## config.mk

```make
export PLATFORM = sky130hd
export DESIGN_NAME = spi_master_driver
export DESIGN_NICKNAME = d
export VERILOG_FILES = /design/src/rtl/spi_master_driver.sv
export SDC_FILE = /design/constraint.sdc
export NUM_CORES = 1
export LEC_CHECK = 0
export CAP_MARGIN = 20
export CORE_MARGIN = 8
export CORE_UTILIZATION = 58
export CTS_CLUSTER_DIAMETER = 50
export DETAILED_ROUTE_END_ITERATION = 7
export HOLD_SLACK_MARGIN = 0.15
export PLACE_DENSITY = 0.87
export SLEW_MARGIN = 20
export SYNTH_ARGS = -nofsm -noshare
export SYNTH_HDL_FRONTEND = slang
export SYNTH_SLANG_ARGS = --single-unit
```

## constraint.sdc

```tcl
create_clock -name clk -period 3.49 [get_ports clk]
set_input_delay 0.698 -clock clk [delete_from_list [all_inputs] [get_ports clk]]
set_output_delay 0.698 -clock clk [all_outputs]
set_load 0.02 [all_outputs]
```

## src/rtl/spi_master_driver.sv

```systemverilog
// spi_master_driver: SPI frame master sending {cmd,data} MSB first, with read-data reception.
// Ports: clk, rst_n (sync, active-low); req_valid/req_ready/req_cmd/req_data request handshake;
// SS_n/MOSI/MISO SPI pins; rsp_valid/rsp_data read-byte response; busy high outside IDLE.
// Optional macro SPI_MASTER_DRIVER_FRAME_CNT_EN adds 16-bit frame_cnt output.
module spi_master_driver #(
  parameter int RD_WAIT = 2,
  parameter int GAP     = 1
) (
  input  logic       clk,
  input  logic       rst_n,
  input  logic       req_valid,
  output logic       req_ready,
  input  logic [1:0] req_cmd,
  input  logic [7:0] req_data,
  output logic       SS_n,
  output logic       MOSI,
  input  logic       MISO,
  output logic       rsp_valid,
  output logic [7:0] rsp_data,
`ifdef SPI_MASTER_DRIVER_FRAME_CNT_EN
  output logic [15:0] frame_cnt,
`endif
  output logic       busy
);
  localparam int GE = (GAP < 1) ? 1 : GAP;
  typedef enum logic [2:0] {IDLE, CHK, SHIFT, WAIT, RECV, GAP_ST} state_t;
  state_t      r_state;
  logic        r_ready, r_busy, r_ss_n, r_mosi, r_rsp_valid;
  logic [9:0]  r_sh;
  logic [3:0]  r_bit;
  logic [15:0] r_cnt;
  logic [7:0]  r_rx, r_rsp_data;
  logic [15:0] r_frame_cnt;
  logic        w_fin;
  assign w_fin = (r_state == SHIFT && r_bit == 4'd0 && r_sh[9:8] != 2'b11) ||
                 (r_state == RECV && r_bit == 4'd0);
  always_ff @(posedge clk) begin
    if (!rst_n) begin
      r_state     <= IDLE;
      r_ready     <= 1'b0;
      r_busy      <= 1'b0;
      r_ss_n      <= 1'b1;
      r_mosi      <= 1'b0;
      r_rsp_valid <= 1'b0;
      r_rsp_data  <= 8'h00;
      r_sh        <= 10'h000;
      r_bit       <= 4'd0;
      r_cnt       <= 16'd0;
      r_rx        <= 8'h00;
      r_frame_cnt <= 16'd0;
    end else begin
      r_rsp_valid <= 1'b0;
      if (w_fin) r_frame_cnt <= r_frame_cnt + 16'd1;
      case (r_state)
        IDLE: begin
          r_ready <= 1'b1;
          // r_ready gates acceptance so nothing is taken on the first edge after reset
          if (req_valid && r_ready) begin
            r_state <= CHK;
            r_ready <= 1'b0;
            r_busy  <= 1'b1;
            r_ss_n  <= 1'b0;
            r_mosi  <= req_cmd[1];
            r_sh    <= {req_cmd, req_data};
            r_bit   <= 4'd9;
          end
        end
        CHK: begin
          r_state <= SHIFT;
          r_mosi  <= r_sh[9];
        end
        SHIFT: begin
          if (r_bit != 4'd0) begin
            r_bit  <= r_bit - 4'd1;
            r_mosi <= r_sh[r_bit - 4'd1];
          end else if (r_sh[9:8] == 2'b11) begin
            r_mosi  <= 1'b0;
            r_bit   <= 4'd7;
            r_state <= (RD_WAIT > 0) ? WAIT : RECV;
            r_cnt   <= (RD_WAIT > 0) ? 16'(RD_WAIT - 1) : 16'd0;
          end else begin
            r_state <= GAP_ST;
            r_ss_n  <= 1'b1;
            r_mosi  <= 1'b0;
            r_cnt   <= 16'(GE - 1);
          end
        end
        WAIT: begin
          if (r_cnt == 16'd0) r_state <= RECV;
          else r_cnt <= r_cnt - 16'd1;
        end
        RECV: begin
          r_rx <= {r_rx[6:0], MISO};
          if (r_bit == 4'd0) begin
            r_state     <= GAP_ST;
            r_ss_n      <= 1'b1;
            r_rsp_valid <= 1'b1;
            r_rsp_data  <= {r_rx[6:0], MISO};
            r_cnt       <= 16'(GE - 1);
          end else begin
            r_bit <= r_bit - 4'd1;
          end
        end
        GAP_ST: begin
          if (r_cnt == 16'd0) begin
            r_state <= IDLE;
            r_ready <= 1'b1;
            r_busy  <= 1'b0;
          end else begin
            r_cnt <= r_cnt - 16'd1;
          end
        end
        default: r_state <= IDLE;
      endcase
    end
  end
  assign req_ready = r_ready;
  assign busy      = r_busy;
  assign SS_n      = r_ss_n;
  assign MOSI      = r_mosi;
  assign rsp_valid = r_rsp_valid;
  assign rsp_data  = r_rsp_data;
`ifdef SPI_MASTER_DRIVER_FRAME_CNT_EN
  assign frame_cnt = r_frame_cnt;
`else
  logic w_unused;
  assign w_unused = ^r_frame_cnt;
`endif
endmodule

```

== Yosys cells after proc, flatten, opt, wreduce, memory -nomap -nowiden ==
Cells that the tools add are included.

* Add/sub/neg operators: 2
* $mul: 0
* Divide/modulo/power cells: 0
* $lt $le $gt $ge: 1
* Eq/ne operators: 15
* Shift operators: 0
* Mux-type cells: 34
* Bitwise gates (word level): 0
* Reductions and logical operators: 20

{| class="wikitable"
|+ Operators by type and width
! operator !! count
|-
| 16-bit two-way mux || 3
|-
| 16-bit case mux with 3 select lines || 1
|-
| 3-bit two-way mux || 6
|-
| 3-bit case mux with 6 select lines || 1
|-
| 16-bit zero test || 1
|-
| 4-bit two-way mux || 4
|-
| 2-bit inequality test, second input constant || 8
|-
| 16-bit by 1-bit subtractor with 16-bit output, second input constant || 1
|-
| 1-bit two-way mux || 13
|-
| 4-bit case mux with 3 select lines || 1
|-
| 2-bit AND reduction || 5
|-
| 5-bit AND reduction || 2
|-
| 3-bit nonzero test || 3
|-
| 4-bit AND reduction || 2
|-
| 3-bit by 2-bit == test with 1-bit output, second input constant || 2
|-
| 3-bit == test, second input constant || 2
|-
| 1-bit case mux with 3 select lines || 2
|-
| 4-bit by 5-bit < comparator with 1-bit output, second input constant || 1
|-
| 1-bit binary-select mux with 4-bit select || 1
|-
| 4-bit zero test || 1
|-
| 1-bit case mux with 2 select lines || 2
|-
| 4-bit nonzero test || 1
|-
| 4-bit by 1-bit subtractor with 4-bit output, second input constant || 1
|-
| 3-bit by 1-bit == test with 1-bit output, second input constant || 1
|-
| 7 further kinds || 7
|}

* Flip-flop bits (word level): 53
* Latch bits: 0
* RAM bits: 0
* ROM bits: 0
* Input port bits: 14
* Output and inout bits: 13
* Word-level logic and storage cells: 83
* Memories kept: 0

== Longest topological paths before layout ==
Gate-level depths: netlist of the first run.

* Depth after elaboration: 5
* Depth in mapped cells: 9
* Depth with buffers taken out: 7

== Worst setup path after synthesis of the first run ==
Ideal clock, no wire load.

* Path type: flip-flop to flip-flop
* From: register r_bit[0]
* To: register r_cnt[13]
* Setup time: 70 ps
* Arrival time: 2,336 ps
* Required time: 3,420 ps
* Slack: 1,084 ps
* Stages on the path, launching flop included: 10
* Path buffers: 2
* Period minus slack after synthesis: 2,406 ps
* Path through: dfxtp_1 -> clkbuf_1 -> inv_1 -> ha_1 -> or3b_1 -> buf_2 -> or3_4 -> o22a_1 -> or4_1 -> a21oi_1

* Longest elaborated chain between the ends: 3
* Elaborated cells on any way between the ends: 5
* Those cells by class: 2 x eq/ne; 3 x reduce/logical

{| class="wikitable"
|+ Ends and longest elaborated chain
! item !! line !! source
|-
| start: declaration || 30 || <nowiki>logic [3:0] r_bit;</nowiki>
|-
| start signal: assignment || 74 || <nowiki>r_bit <= r_bit - 4'd1;</nowiki>
|-
| start signal: assignment || 101 || <nowiki>r_bit <= r_bit - 4'd1;</nowiki>
|-
| 4-bit zero test / 4-bit nonzero test (equally long branches) || 94, 73 ||
|-
| 2-bit inequality test (no source line) || -- ||
|-
| 4-bit AND reduction (no source line) (*) || -- ||
|-
| end signal: assignment || 90 || <nowiki>else r_cnt <= r_cnt - 16'd1;</nowiki>
|-
| end signal: assignment || 99 || <nowiki>r_cnt <= 16'(GE - 1);</nowiki>
|-
| end signal: assignment || 110 || <nowiki>r_cnt <= r_cnt - 16'd1;</nowiki>
|-
| end: declaration || 31 || <nowiki>logic [15:0] r_cnt;</nowiki>
|}

Every way passes the cells marked *; elsewhere a longest branch is shown, timed or not.
A chain may end at the register's enable or synchronous reset.

== Worst setup path after layout of the first run ==
Same ends and word-level chain as after synthesis.

==> results of run 1 <==
==> power by group through the flow <==
stage,clock network (µW),registers (µW),logic [µW]
floorplan,0,734,459
CTS,486,754,581
finish,474,756,584
global route,510,768,662
detailed placement,0,766,577
global placement,0,765,561
==> metal layers <==
layer,wire (µm),vias up,track usage (%)
met2,2430,56,26.1
met4,91,0,6.07
met1,2550,1036,19.6
met3,247,10,3.81
li1,-,1187,-
met5,0,-,0
==> cells by family after synthesis <==
logic type | share of synthesized area [%]
AOI/OAI and AO/OA | 22.5
xor gates and xnor gates | 4.00
buffers and inverters | 3.62
DFF | 40.4
muxes | 2.48
adders and majority gates | 0.952
and+or+nand+nor | 26.1
==> stage by stage <==
| step | instances | utilization, % | area [µm²] |
|---|---|---|---|
| detailed placement | 388 | 66.5 | 2900 |
| CTS | 396 | 69.6 | 3030 |
| global placement | 388 | 66.5 | 2900 |
| floorplan | 327 | - | 2630 |
| finish | 396 | 69.6 | 3030 |
| global route | 396 | 69.6 | 3030 |
==> how the worst min path moves through the flow <==
stage / depth (start not counted) / slack (ps) / end / startpoint
floorplan: 2 / 440 / rsp_data[7] / r_rx[6]
global placement: 2 / 450 / rsp_data[6] / rsp_data[6]
detailed placement: 2 / 460 / rsp_data[3] / rsp_data[3]
CTS: 2 / 470 / rsp_data[3] / rsp_data[3]
global route: 2 / 490 / r_sh[0] / r_sh[0]
finish: 2 / 460 / rsp_data[3] / rsp_data[3]
==> cell type report <==
| type | count | area (µm²) | share of cell area (%) |
|---|---|---|---|
| Clock buffer | 5 | 68.8 | 2.27 |
| Clock inverter | 3 | 65.1 | 2.15 |
| Inverter | 6 | 22.5 | 0.743 |
| Multi-Input combinational cell | 249 | 1470 | 48.6 |
| Sequential cell | 53 | 1060 | 35.0 |
| Tap cell | 52 | 65.1 | 2.15 |
| Timing Repair Buffer | 28 | 275 | 9.09 |
==> sequential cells by signal (all words and copies together) (netlist names) <==
name       cells
r_bit          4
r_cnt         16
rsp_valid      1
rsp_data       8
MOSI           1
r_sh          10
busy           1
SS_n           1
req_ready      1
r_state        3
r_rx           7
==> synthesized netlist by cell type (3+ instances only) <==
| cell | number |
|---|---|
| a2111oi_0 | 3 |
| a21boi_0 | 28 |
| a21oi_1 | 16 |
| a31oi_1 | 3 |
| and2_1 | 3 |
| and3_1 | 3 |
| clkbuf_1 | 17 |
| dfxtp_1 | 53 |
| inv_1 | 6 |
| nand2_1 | 60 |
| nand2b_1 | 4 |
| nand3_1 | 9 |
| nand4_1 | 3 |
| nor2_1 | 25 |
| nor2b_1 | 5 |
| nor3_1 | 8 |
| nor4_1 | 4 |
| o21ai_0 | 20 |
| or3_1 | 5 |
| or4_1 | 4 |
| xnor2_1 | 11 |
==> critical path: stages, from the launching register on <==
cell and delay (ps):
dfxtp_1 400, inv_1 110, ha_1 190, or3b_1 490, or3_4 450, o22a_1 270, or4_1 400, a21oi_1 140
==> layout by cell type (no fill, tap or decap), drive strengths merged, types with 4 or more instances in the layout <==
cell	n
or4	4
o21ai	20
clkbuf	5
nor3	8
nand2b	4
nand2	60
inv	6
or3	6
a2111oi	4
clkdlybuf4s50	26
dfxtp	53
nor2	25
nor4	4
a21boi	29
xnor2	11
nor2b	5
a21oi	16
nand3	9
==> impl_results.rst, run 1 <==
.. list-table::
   :header-rows: 1

   * - Metric
     - Value
   * - Result of the run
     - finished clean
   * - Clock network power share
     - 26.2%
   * - Fill cell instance count of the final layout
     - about 350
   * - Reg2Reg Setup Slack
     - 960 ps
   * - # IOs
     - 27
   * - Routed wire length
     - 5320 µm
   * - Pre-CTS worst setup slack
     - 991 ps
   * - Synthesized area
     - approximately 2600 µm²
   * - Longest Clk Path Bufs
     - 2
   * - Cell type with the largest total area after synthesis
     - dfxtp_1
   * - Net count after synthesis
     - 343
   * - Max Clk Rate
     - 396 MHz
   * - Capturing element of the worst setup path
     - r_cnt[13]
   * - Clock latency on the worst-skew pair
     - 300 ps
   * - Wire length of the first global-routing pass
     - a little under 10,000 µm
   * - Internal power contribution
     - 1200 µW
   * - Gr usage total
     - roughly 16%
   * - Cts bufs inserted
     - 5
   * - Final setup skew
     - 8.10 ps
   * - Final setup margin
     - 962 ps
   * - Number of max-slew violations in the final report
     - 0
   * - Drt first-iter violations
     - 210
   * - Max-capacitance violation count
     - 0
   * - Clock transition at path regs
     - approximately 90 ps
   * - Setup-failing EPs final
     - 0
   * - Routed vias
     - 2,289
   * - Detailed-route vias per instance
     - approximately 5.8
   * - Number of inserted diodes
     - 0
   * - Headroom to the max-slew limit
     - 39.6%
   * - Remaining global-route overflow
     - 0
   * - Critical R2R Capture
     - r_cnt[13]
   * - Crit path time final
     - 2530 ps
   * - Area share of the leading cell type in the synthesized netlist
     - around two fifths
   * - Post-route clock period utilization
     - 72.4%
   * - Sequential area share after synthesis
     - around two fifths
   * - Number of setup buffers added after CTS
     - 0
   * - Class of the worst hold path
     - flip-flop to flip-flop
   * - Detailed placer's ending HPWL
     - about 3800 µm
   * - Number of enable flip-flop cells after synthesis
     - 0
   * - Warnings from Yosys
     - 0
   * - Area of the core
     - 4350 µm²
   * - Timing startpoint of the critical path
     - r_bit[0]
   * - Total negative slack
     - 0 ps
   * - Number of standard cells after synthesis
     - around 330
   * - Hold WS
     - 462 ps
   * - Remaining design rule violation count
     - 0
   * - Startpoint type of the worst setup path
     - flip-flop
   * - Number of iterations in the first detailed-routing pass
     - 4
   * - VDD IR max
     - approximately 330 µV
   * - Vias in the first global route
     - 2,213
   * - Worst-path fanout max
     - 8
   * - Post-Syn Area per Cell
     - between 8 and 9 µm²
   * - Initial Util
     - between 60% and 70%
   * - Data arrival time of the critical path
     - 2760 ps
   * - Number of register bits inferred by synthesis
     - 53
   * - CTS HTree Levels
     - 2
   * - Number of unique standard cell types used by synthesis
     - 50
   * - Proportion of layout cells with a drive suffix above 1
     - 5.23%
   * - TritonCTS clock tree
     - yes
   * - Final hold violation count
     - 0
   * - Hold buffer count at cts
     - 0
   * - Clock root buffer
     - clkbuf_8
   * - Total number of clock tree sinks
     - 53
   * - Proportion of total power due to net switching
     - 34.0%
   * - Die height
     - 83.3 µm
   * - Switching power of the nets
     - 616 µW
   * - Overall Power
     - 1810 µW
   * - Final weighted congestion in routability-driven placement
     - 0.842
   * - Antenna-violating nets left
     - 0
   * - Die area
     - 6940 µm²
   * - Dominant cells by area after synthesis
     - dfxtp_1, nand2_1, a21boi_0, o21ai_0, xnor2_1
   * - Part of the total power dissipated in sequential elements
     - 41.7%
   * - Kind of critical path
     - flip-flop to flip-flop
   * - Startpoint of the lowest-slack register-to-register path
     - r_bit[0]
   * - Number of gates given a new drive strength after cts
     - 0
   * - Depth of the worst register-to-register path
     - 7
   * - Critical Path Sink Type
     - flip-flop
   * - Largest net degree at the start of global routing
     - 42
   * - Final-stage net count
     - ~360
   * - Gate power share
     - 32.2%
   * - Total number of placement rows
     - 24
   * - Unrepaired setup endpoints after global routing
     - no
   * - PD cells
     - between 500 and 600 nW/µm²
   * - Fraction of registers with async set or reset after synthesis
     - 0%
   * - Die X
     - 83.3 µm
   * - Main flop type after synthesis
     - dfxtp_1
   * - Static leakage power
     - between 0.001 and 0.0015 µW
   * - Worst Path Required
     - 3720 ps
   * - Average wire per standard cell
     - 13.4 µm
   * - Pin slew with the least headroom to its limit
     - 905 ps
   * - Area growth syn-to-layout
     - 15.3%
   * - Initial antenna violation count
     - 0
   * - Port Buffer Count
     - 26
(Power assumes the default switching activity.)
==> run 2: changes to the inputs <==
--- a/config.mk
+++ b/config.mk
@@ -7,11 +7,11 @@
 export LEC_CHECK = 0
 export CAP_MARGIN = 20
 export CORE_MARGIN = 8
-export CORE_UTILIZATION = 58
+export CORE_UTILIZATION = 56
 export CTS_CLUSTER_DIAMETER = 50
 export DETAILED_ROUTE_END_ITERATION = 7
 export HOLD_SLACK_MARGIN = 0.15
-export PLACE_DENSITY = 0.87
+export PLACE_DENSITY = 0.85
 export SLEW_MARGIN = 20
 export SYNTH_ARGS = -nofsm -noshare
 export SYNTH_HDL_FRONTEND = slang
==> constraint.sdc (replaced) <==
create_clock -name clk -period 2.4 [get_ports clk]
set_input_delay 0.48 -clock clk [delete_from_list [all_inputs] [get_ports clk]]
set_output_delay 0.48 -clock clk [all_outputs]
set_load 0.02 [all_outputs]
==> run 2 against run 1 <==
Highest routed layer unchanged. Largest power group unchanged. Maximum frequency grew 10%. Clock power up 30%. Global-route usage grew 0.75 points. Non-clock buffer count rose by 12. Hold slack improved by 2.3 ps.
==> impl_results.rst, run 2 (same netlist as run 1, synthesis figures left out) <==
.. list-table::
   :header-rows: 1

   * - Metric
     - Value
   * - Result of the run
     - finished clean (unchanged)
   * - # IOs
     - 27 (unchanged)
   * - Static leakage power
     - 0.00111 µW (was 0.00106 µW)
   * - Number of setup buffers added after CTS
     - 0 (unchanged)
   * - Max reg flops
     - 16 (unchanged)
   * - Die area
     - 7140 µm² (was 6940 µm²)
   * - Class of the worst hold path
     - flip-flop to flip-flop (unchanged)
   * - Initial antenna violation count
     - 0 (unchanged)
   * - Clock network power share
     - 23.3% (was 26.2%)
   * - Crit path time final
     - 2290 ps (was 2530 ps)
   * - Gr usage total
     - 16.7% (was 15.9%)
   * - Wire length of the first global-routing pass
     - 10,100 µm (was 9700 µm)
   * - Met3 usage
     - 4.29% (was 3.81%)
   * - Max-capacitance violation count
     - 0 (unchanged)
   * - Max Clk Rate
     - 436 MHz (was 396 MHz)
   * - Clock latency on the worst-skew pair
     - 310 ps (was 300 ps)
   * - Pre-CTS worst setup slack
     - 131 ps (was 991 ps)
   * - Final weighted congestion in routability-driven placement
     - 0.883 (was 0.842)
   * - Clock root buffer
     - clkbuf_8 (unchanged)
   * - Number of inserted diodes
     - 0 (unchanged)
   * - Pin slew with the least headroom to its limit
     - 505 ps (was 905 ps)
   * - Vias in the first global route
     - 2,263 (was 2,213)
   * - Startpoint type of the worst setup path
     - flip-flop (unchanged)
   * - Total number of clock tree sinks
     - 53 (unchanged)
   * - Number of gates given a new drive strength after cts
     - 0 (unchanged)
   * - Drt first-iter violations
     - 178 (was 210)
   * - Fill cell instance count of the final layout
     - 387 (was 352)
   * - Remaining design rule violation count
     - 0 (unchanged)
   * - Startpoint of the lowest-slack register-to-register path
     - r_bit[0] (unchanged)
   * - Hold buffer count at cts
     - 0 (unchanged)
   * - Internal power contribution
     - 1720 µW (was 1200 µW)
   * - PD cells
     - 851 nW/µm² (was 599 nW/µm²)
   * - Final setup margin
     - 105 ps (was 962 ps)
   * - Critical Path Sink Type
     - flip-flop (unchanged)
   * - Average wire per standard cell
     - 13.6 µm (was 13.4 µm)
   * - GR Layer Usage met2
     - 28.0% (was 26.1%)
   * - Routed wire length
     - 5580 µm (was 5320 µm)
   * - CTS HTree Levels
     - 2 (unchanged)
   * - Register containing the most flip-flops in the final layout
     - r_cnt (unchanged)
   * - Die height
     - 84.5 µm (was 83.3 µm)
   * - Area of the core
     - 4630 µm² (was 4350 µm²)
   * - Proportion of layout cells with a drive suffix above 1
     - 8.15% (was 5.23%)
   * - Setup-failing EPs final
     - 0 (unchanged)
   * - Detailed-route vias per instance
     - 5.73 (was 5.78)
   * - Die X
     - 84.5 µm (was 83.3 µm)
   * - Final-stage net count
     - 371 (was 359)
   * - Worst-path fanout max
     - 5 (was 8)
   * - TritonCTS clock tree
     - yes (unchanged)
   * - Worst Path Required
     - 2630 ps (was 3720 ps)
   * - Met1 routing resource usage after global routing
     - 20.2% (was 19.6%)
   * - Most frequent standard cell in the layout excluding fill and tap cells
     - nand2_1 (unchanged)
   * - Routed vias
     - 2,349 (was 2,289)
   * - Most Crowded Layer GR
     - met2 (unchanged)
   * - Port Buffer Count
     - 26 (unchanged)
   * - Timing startpoint of the critical path
     - r_bit[0] (unchanged)
   * - VDD IR max
     - 406 µV (was 333 µV)
   * - Total negative slack
     - 0 ps (unchanged)
   * - Area growth syn-to-layout
     - 18.1% (was 15.3%)
   * - Post-route clock period utilization
     - 95.6% (was 72.4%)
   * - Proportion of total power due to net switching
     - 34.9% (was 34.0%)
   * - Final setup skew
     - 7.99 ps (was 8.10 ps)
   * - Initial Util
     - 56.8% (was 60.3%)
   * - Number of iterations in the first detailed-routing pass
     - 4 (unchanged)
   * - Total number of placement rows
     - 25 (was 24)
   * - Clock transition at path regs
     - 90 ps (about the same)
   * - Cts bufs inserted
     - 5 (unchanged)
   * - Hold Crit Start
     - rsp_data[0] (was rsp_data[3])
   * - Gate power share
     - 37.0% (was 32.2%)
   * - Headroom to the max-slew limit
     - 65.5% (was 39.6%)
   * - Switching power of the nets
     - 922 µW (was 616 µW)
   * - Part of the total power dissipated in sequential elements
     - 39.7% (was 41.7%)
   * - Antenna-violating nets left
     - 0 (unchanged)
   * - Kind of critical path
     - flip-flop to flip-flop (unchanged)
   * - Longest Clk Path Bufs
     - 2 (unchanged)
   * - Number of max-slew violations in the final report
     - 0 (unchanged)
   * - Remaining global-route overflow
     - 0 (unchanged)
   * - Largest net degree at the start of global routing
     - 19 (was 42)
   * - Final hold violation count
     - 0 (unchanged)
   * - Most used cells in the layout excluding fill and tap cells
     - nand2_1, dfxtp_1, a21boi_0, clkdlybuf4s50_1, nor2_1 (unchanged)
   * - Data arrival time of the critical path
     - 2530 ps (was 2760 ps)
   * - Unrepaired setup endpoints after global routing
     - no (unchanged)
   * - Detailed placer's ending HPWL
     - 4100 µm (was 3820 µm)
## run 2: cell count changes in the layout (fill, tap and decap cells not counted)
cell	before	now
buf_4	2	14
clkbuf_8	5	6
bufinv_16	2	1
clkinv_2	1	0
clkbuf_1	0	1
## run 2: routing by layer
| metal | routed length [µm] | vias to the layer above |
|---|---|---|
| met1 | 2620 | 1085 |
| met3 | 287 | 7 |
| met5 | 0 | - |
| met4 | 71 | 0 |
| li1 | - | 1208 |
| met2 | 2600 | 49 |
## run 2: through the flow
step / power, µW / hold WS (ps) / instance area, µm² / cells / util, %
floorplan: 1740 / 437 / 2630 / 327 / -
global placement: 2010 / 450 / 2990 / 402 / 64.5
finish: 2640 / 465 / 3100 / 410 / 67.1
global route: 2830 / 488 / 3100 / 410 / 67.1
CTS: 2650 / 470 / 3100 / 410 / 67.1
detailed placement: 2030 / 458 / 2990 / 402 / 64.5
## run 2: final timing paths
path | endpoint | slack (ps) | cells past startpoint
hold / removal | rsp_data[0] | 460 | 2
setup reg to reg | r_cnt[13] | 110 | 7
setup / recovery | r_cnt[13] | 110 | 7
hold reg to reg | rsp_data[0] | 460 | 2
## run 2: power by group through the flow
stage / registers (µW) / clock network (µW) / logic [µW]
CTS: 1050 / 628 / 971
detailed placement: 1070 / 0 / 962
global placement: 1060 / 0 / 945
finish: 1050 / 615 / 978
floorplan: 1070 / 0 / 669
global route: 1060 / 670 / 1100
## run 2: layout make-up
class                      instances  area (µm²)  share of cell area, %
timing repair buffer              40         365                   11.8
clock buffer                       7        86.3                   2.78
multi-input combinational        249        1470                   47.4
clock inverter                     1        30.0                  0.967
sequential                        53        1060                   34.2
tap                               54        67.6                   2.18
inverter                           6        22.5                  0.726
## run 2: critical path: stages, from the launching register on
cell and delay (ps):
dfxtp_1 320, inv_1 80, ha_1 200, or3b_1 390, or3_4 420, o22a_1 270
or4_1 400, a21oi_1 140
==> run 3: changes to the inputs <==
--- a/config.mk
+++ b/config.mk
@@ -10,6 +10,7 @@
 export CORE_UTILIZATION = 56
 export CTS_CLUSTER_DIAMETER = 50
 export DETAILED_ROUTE_END_ITERATION = 7
+export GPL_ROUTABILITY_DRIVEN = 0
 export HOLD_SLACK_MARGIN = 0.15
 export PLACE_DENSITY = 0.85
 export SLEW_MARGIN = 20
==> results of run 3 <==
Final layout, timing and power as in run 2 (identical DEF).
==> RTL change: new RTL, flow settings as in run 1 <==
Build with the macro `SPI_MASTER_DRIVER_FRAME_CNT_EN` defined.
--- a/src/rtl/spi_master_driver.sv
+++ b/src/rtl/spi_master_driver.sv
@@ -2,6 +2,8 @@
 // Ports: clk, rst_n (sync, active-low); req_valid/req_ready/req_cmd/req_data request handshake;
 // SS_n/MOSI/MISO SPI pins; rsp_valid/rsp_data read-byte response; busy high outside IDLE.
 // Optional macro SPI_MASTER_DRIVER_FRAME_CNT_EN adds 16-bit frame_cnt output.
+`define SPI_MASTER_DRIVER_FRAME_CNT_EN
+
 module spi_master_driver #(
   parameter int RD_WAIT = 2,
   parameter int GAP     = 1
Function (old outputs only; new: frame_cnt): kept (equiv_simple and equiv_induct, registers matched by name and starting in step).
==> RTL change against run 1 <==
- sequential cell count up 16
- synthesized area rose by 26%
- die area rose by 21%
- core utilization grew 2.8 points
- clock power rose by 51%
- synthesized cell count rose by 20%
- final area up 32%
- non-clock buffer count increased by 18
- highest routed layer unchanged
- final cell count increased by 29%
- combinational power decreased by 24%
- maximum frequency fell by 4.7%
- setup slack got worse by 0.13 ns
- wire length increased by 40%
- total power is 13% higher
==> RTL change: results (changes against run 1) <==
Yosys
  – Post-synthesis cell type count: 55 (+10%)
  – Top cells by area, synth: dfxtp_1, a21oi_1, nand2_1, nor2_1, xnor2_1
  – Synth top cells by count: dfxtp_1, nand2_1, a21oi_1

Cells and area
  – Signal buf overhead: 0.1130 (+0.02209)
  – Fraction of area in multi-input gates: 0.4506 (-0.03517)
  – Multi-In Gates: 294 (+18%)
  – Fill cells: 409 (+16%)

Global routing
  – First-pass GRT wire length: 12680 um (+31%)
  – Largest net degree at the start of global routing: 30 (-29%)

Power
  – Comb. pwr: 446 uW (-24%)
  – Leakage: 1.438 nW (+35%)
  – Clock network power: 718 uW (+51%)

Critical path
  – CP max-delay cell: a2111o_1
  – Critical path fanouts, max: 11 (+3)

Routing
  – Met3 WL: 368 um (+49%)
  – Met2 WL: 3814 um (+57%)
  – Initial DRC Count: 193 (-8.1%)
  – Final WL: 7445 um (+40%)
  – Via Count: 2954 (+29%)

Clock tree
  – Clk sinks: 69 (+30%)
  – H-tree depth: 3 (+1)
  – Cts bufs inserted: 9 (+4)

Placement
  – IO buf count: 42 (+62%)
  – Dpl cells: 493 (+27%)
  – Setup WS pre-CTS: 0.9424 ns (-0.04838 ns)

STA
  – Tightest Pin Transition: 0.7501 ns (-0.1546 ns)

Run status
  – Status: finished, final reports clean
RTL change: cell count changes after synthesis, sizes merged, moves of 4 or more:
cell    before  now
xnor2       11   15
inv          6   12
nor2        25   39
mux2i        2   10
nand2b       4    0
a21boi      29    0
a21oi       16   47
or3          6   10
o31ai        2    7
nand2       60   55
dfxtp       53   69
RTL change: path summary, 6_finish.rpt:
check	to	slack (ns)	depth (start not counted)
worst max-delay path	frame_cnt[12]	0.84	7
worst min-delay path	r_sh[1]	0.45	2
worst max register to register	frame_cnt[12]	0.84	7
worst min register to register	r_sh[1]	0.45	2
RTL change: stage by stage:
| step | instance area, sq um | util |
|---|---|---|
| after global routing | 3988 | 0.7242 |
| after floorplan | 3302 | - |
| after CTS | 3988 | 0.7242 |
| after detailed placement | 3764 | 0.6835 |
| after global placement | 3764 | 0.6835 |
| final | 3988 | 0.7242 |
